<file path="src/rtl/data_ram_arbiter.sv">
// Shares the single-port data RAM between the CPU (m0) and a debug/DMA master (m1), round-robin with m1 burst lock.
// Define ARB_M0_PRIORITY_EN to give m0 fixed priority instead (m1_lock_i ignored).
module data_ram_arbiter #(
    parameter int ADDR_W    = 32,
    parameter int DATA_W    = 32,
    parameter int MAX_BURST = 4,
    parameter int CNT_W     = 2
) (
    input  logic              clk,
    input  logic              rst,
    input  logic              m0_req_i,
    input  logic              m0_we_i,
    input  logic [ADDR_W-1:0] m0_addr_i,
    input  logic [3:0]        m0_sel_i,
    input  logic [DATA_W-1:0] m0_data_i,
    output logic [DATA_W-1:0] m0_data_o,
    output logic              m0_ack_o,
    output logic              stallreq_o,
    input  logic              m1_req_i,
    input  logic              m1_we_i,
    input  logic [ADDR_W-1:0] m1_addr_i,
    input  logic [3:0]        m1_sel_i,
    input  logic [DATA_W-1:0] m1_data_i,
    input  logic              m1_lock_i,
    output logic [DATA_W-1:0] m1_data_o,
    output logic              m1_ack_o,
    output logic              ram_ce_o,
    output logic              ram_we_o,
    output logic [ADDR_W-1:0] ram_addr_o,
    output logic [3:0]        ram_sel_o,
    output logic [DATA_W-1:0] ram_data_o,
    input  logic [DATA_W-1:0] ram_data_i
);

    typedef enum logic [1:0] {IDLE, OWN0, OWN1} state_t;

    localparam logic [CNT_W-1:0] BURST_LAST = CNT_W'(MAX_BURST - 1);

    state_t           state;
    state_t           state_nxt;
    logic             last_owner;
    logic [CNT_W-1:0] beat_cnt;
    logic             done0;
    logic             done1;
    logic             burst_ok;

    assign done0      = (state == OWN0) && m0_req_i;
    assign done1      = (state == OWN1) && m1_req_i;
    assign burst_ok   = beat_cnt < BURST_LAST;
    assign m0_ack_o   = done0;
    assign m1_ack_o   = done1;
    assign stallreq_o = m0_req_i & ~done0;

    // A withdrawn request leaves the RAM idle even though the state still names an owner.
    always_comb begin
        ram_ce_o   = 1'b0;
        ram_we_o   = 1'b0;
        ram_addr_o = '0;
        ram_sel_o  = '0;
        ram_data_o = '0;
        m0_data_o  = '0;
        m1_data_o  = '0;
        if (done0) begin
            ram_ce_o   = 1'b1;
            ram_we_o   = m0_we_i;
            ram_addr_o = m0_addr_i;
            ram_sel_o  = m0_sel_i;
            ram_data_o = m0_data_i;
            m0_data_o  = ram_data_i;
        end else if (done1) begin
            ram_ce_o   = 1'b1;
            ram_we_o   = m1_we_i;
            ram_addr_o = m1_addr_i;
            ram_sel_o  = m1_sel_i;
            ram_data_o = m1_data_i;
            m1_data_o  = ram_data_i;
        end
    end

`ifdef ARB_M0_PRIORITY_EN
    always_comb begin
        state_nxt = IDLE;
        if (m0_req_i)
            state_nxt = OWN0;
        else if (m1_req_i)
            state_nxt = OWN1;
    end
`else
    always_comb begin
        state_nxt = IDLE;
        case (state)
            IDLE: begin
                if (m0_req_i && m1_req_i)
                    state_nxt = last_owner ? OWN0 : OWN1;
                else if (m0_req_i)
                    state_nxt = OWN0;
                else if (m1_req_i)
                    state_nxt = OWN1;
            end
            OWN0: begin
                if (m1_req_i)
                    state_nxt = OWN1;
                else if (m0_req_i)
                    state_nxt = OWN0;
            end
            OWN1: begin
                // The lock holds off m0 only until the burst budget is spent.
                if (m1_req_i && m1_lock_i && burst_ok)
                    state_nxt = OWN1;
                else if (m0_req_i)
                    state_nxt = OWN0;
                else if (m1_req_i)
                    state_nxt = OWN1;
            end
            default: state_nxt = IDLE;
        endcase
    end
`endif

    always_ff @(posedge clk or posedge rst) begin
        if (rst) begin
            state      <= IDLE;
            last_owner <= 1'b1;
            beat_cnt   <= '0;
        end else begin
            state <= state_nxt;
            if (done0)
                last_owner <= 1'b0;
            else if (done1)
                last_owner <= 1'b1;
            if (state_nxt != OWN1 || !m1_lock_i)
                beat_cnt <= '0;
            else if (done1 && beat_cnt != '1)
                beat_cnt <= beat_cnt + 1'b1;
        end
    end

endmodule

</file>
<file path="config.mk">
export PLATFORM = sky130hd
export DESIGN_NAME = data_ram_arbiter
export DESIGN_NICKNAME = d
export VERILOG_FILES = /design/src/rtl/data_ram_arbiter.sv
export SDC_FILE = /design/constraint.sdc
export NUM_CORES = 1
export LEC_CHECK = 0
export ABC_AREA = 1
export CAP_MARGIN = 0
export CORE_AREA = 2 2 120 122
export DETAILED_ROUTE_END_ITERATION = 10
export DIE_AREA = 0 0 122 124
export GPL_TIMING_DRIVEN = 0
export SLEW_MARGIN = 0
export SYNTH_ARGS = -nofsm -noshare
export SYNTH_HDL_FRONTEND = slang
export SYNTH_SLANG_ARGS = --single-unit
</file>
<file path="constraint.sdc">
create_clock -name clk -period 1.2 [get_ports clk]
set_input_delay 0.24 -clock clk [delete_from_list [all_inputs] [get_ports clk]]
set_output_delay 0.24 -clock clk [all_outputs]
set_load 0.01 [all_outputs]
</file>
==> results of run 1 <==
flip-flops by register name, indices dropped and copies added, names as in the netlist:
| name | count |
|---|---|
| beat_cnt | 2 |
| last_owner | 1 |
| state | 2 |
area by class of cell:
cell class	instances	area [sq um]	area share, %
plain buffers	19	302	5.14
flip-flops and latches	5	128	2.18
multi-input cells	164	1480	25.3
well taps	180	225	3.84
clock buffers	4	78.8	1.34
inverters	43	186	3.18
repair buffers	351	3460	59.0
per-layer routing:
metal / GRT usage (%) / routed length [um]
met1: 19.3 / 5590
met2: 26.2 / 6870
met3: 4.03 / 1260
met4: 5.68 / 448
met5: 0 / 12
power by group through the flow:
stage          Sequential (mW)  Clock [mW]  Combinational (mW)
2_1_floorplan            0.261           0                1.80
3_3_place_gp             0.265           0                4.19
3_5_place_dp             0.271           0                4.19
4_1_cts                  0.273       0.562                4.53
5_1_grt                  0.281       0.580                5.60
6_report                 0.277       0.558                5.31
what timing repair did:
item,in CTS,in global routing
setup endpoints to repair,140,140
resized for setup,605,148
cloned,6,10
pin swaps,12,18
setup buffers,16,10
cells in the mapped netlist, types with 2 or more instances:
cell type	number	area, sq um
a22o_1	69	604
nor2_1	58	218
inv_1	39	146
buf_6	17	191
nand2_1	13	48.8
nor2_2	11	68.8
dfrtp_1	4	100
nand3_1	4	20.0
buf_2	3	15.0
o21ai_0	3	15.0
inv_2	2	7.51
inv_4	2	12.5
nand4_1	2	12.5
cells by family (layout without fill, tap and decap cells):
kind of cell | count (synthesis) | count (layout)
AND/OR/NAND/NOR | 90 | 90
AO/OA/AOI/OAI | 73 | 73
buffers and inverters | 63 | 417
flip-flops | 5 | 5
adder cells (fa/ha/maj) | 1 | 1
stage by stage:
step                      instances  area [sq um]
after floorplan                 232          1680
after global placement          723          5020
after detailed placement        723          5020
after CTS                       749          5290
after global routing            766          5870
final                           766          5870
critical path, delay by kind of cell (launching register included):
family / cells / cell delay (ps)
buf+inv: 4 / 600
flops: 1 / 390
simple gates: 2 / 260
compound gates: 1 / 150
path summary, 6_finish.rpt:
path	depth (start not counted)	to	slack [ps]	from
worst max register to register	8	beat_cnt[0]$_DFFE_PP0P_	-90	state[0]$_DFF_PP0_
worst min-delay path	2	beat_cnt[1]$_DFFE_PP0P_	210	rst
worst min register to register	2	last_owner$_DFFE_PP1P_	490	last_owner$_DFFE_PP1P_
min in group clk	2	last_owner$_DFFE_PP1P_	490	last_owner$_DFFE_PP1P_
max in group asynchronous	2	last_owner$_DFFE_PP1P_	750	rst
worst max-delay path	7	ram_addr_o[18]	-680	state[0]$_DFF_PP0_
==> impl_metrics.csv, run 1 <==
group,metric,value,unit
sta,finalHoldViolCount,0,
power,clock_power_share,9.1,%
clocking,clkSinkCount,5,
setup_path,crit_required,960,ps
yosys,yosys.area_share.adder,0.818,%
routing,initialDrtViolationCount,111,
yosys,synth_top_family_by_area,"compound AO/OA/AOI/OAI gates",
die,die_w,122,um
power,finalPower,6.15,mW
layout,final_core_util,42.8,%
power,power.density,1050,mW/mm^2
yosys,synth_area,0.00153,sq mm
routing,avgViaCountPerCell,4.12,
yosys,synthCells,232,
yosys,async_reset_ff_share,100,%
power,swShare,40.7,%
setup_path,cp-start-kind,"flip-flop",
power,max-vdd-ir-drop,0.927,mV
die,core,0.0137,sq mm
routing,drt-total-wl,14.2,mm
clocking,clk_pin_slew_worst_paths,30,ps
yosys,synthXorXnorAreaFrac,0,%
setup_path,path_cells,"inv_2, nand2_4, nor2_8, clkbuf_16, clkbuf_16, a22o_1, buf_2",
routing,firstDrtPassIters,4,
die,fp.dieH,124,um
sta,fin_crit,1880,ps
placed_design,io_buffers,311,
yosys,synthSimpleGateAreaFrac,25.8,%
yosys,syn-mean-instance-area,6.60,sq um
layout,area_growth,283,%
global_routing,grt_util_all_layers,15.6,%
die,row_count,43,
yosys,synth_nets,408,
sta,fin_setup_tns,-81500,ps
layout,final_nets,763,
sta,setup_viol,139,
placed_design,place_hpwl,10.7,mm
power,power_switching,2.50,mW
sta,layout_setup_ws,-675,ps
die,start_util,11.2,%
layout,final_common_cell,"clkdlybuf4s50_1",
global_routing,grt_max_degree,11,
setup_path,critPathSlowestCell,"dfrtp_1",
setup_path,cp_common_cell,"clkbuf_16",
placed_design,place.gp.congestion,0.804,
yosys,ys_warn_count,0,
routing,ant_nets,0,
clocking,cts_tree,"built",
sta,hold-worst-slack,209,ps
outcome,violations,"setup timing",
clocking,clock_latency,230,ps
die,die-area,0.0151,sq mm
global_routing,antenna_found_initial,1,
power,p_seq_share,4.5,%
clocking,cts_root_buffer,"clkbuf_16",
clocking,clockBufferDepth,2,
setup_path,crit_type,"reg -> out",
yosys,synth_edf_count,0,
sta,rsz0062_at_grt,"yes",
setup_path,endpoint_kind,"output port",
setup_path,worst-path-max-fanout,5,
setup_path,arrival,1640,ps
clocking,cts_buffers,3,
clocking,htree_num_levels,1,
yosys,yosys_most_used_dff,"dfrtp_1",
die,io_pins,312,
global_routing,grt_overflow,0,
sta,clock-skew-final,0.809,ps
sta,slew-limit-headroom,79.6,%
yosys,synthMuxAreaShare,0,%
layout,drive_above_1_share,49.1,%
sta,tightestPinTransition,306,ps
yosys,synth_compound_area_share,40.8,%
power,p_int,3.64,mW
worst_hold_path,hold_path.class,"in -> async",
setup_path,slowest_delay,390,ps
routing,drc,0,
layout,fillers,1376,
global_routing,grt_pass1_vias,3108,
power,leakagePower,2.76,nW
placed_design,preCtsSetupSlack,-1350,ps
flow_run,maxCapViolCount,0,
sta,post-route-period-util,156,%
yosys,synth_seq_cells,5,
sta,max_freq,0.533,GHz
clocking,cts_hold_buf,0,
global_routing,grt_pass1_wl,18.1,mm
routing,routedWlPerCell,18.5,um
sta,slew_violations,0,
yosys,seq_area_frac_synth,8.26,%
power,comb_power_share,86.4,%
layout,num_antenna_cells,0,
layout,final_cell_mix,"clkdlybuf4s50_1 (172), buf_6 (83), buf_2 (64)",
routing,vias,3158,
outcome,status,"finished, violations left",
yosys,synth_cell_types,18,
(Power assumes the default switching activity.)
==> inputs of run 2 (changes only) <==
- HOLD_SLACK_MARGIN: not set -> 0.02
==> results of run 2 <==
Same layout as run 1: the final DEF is identical, and so are final timing and power.
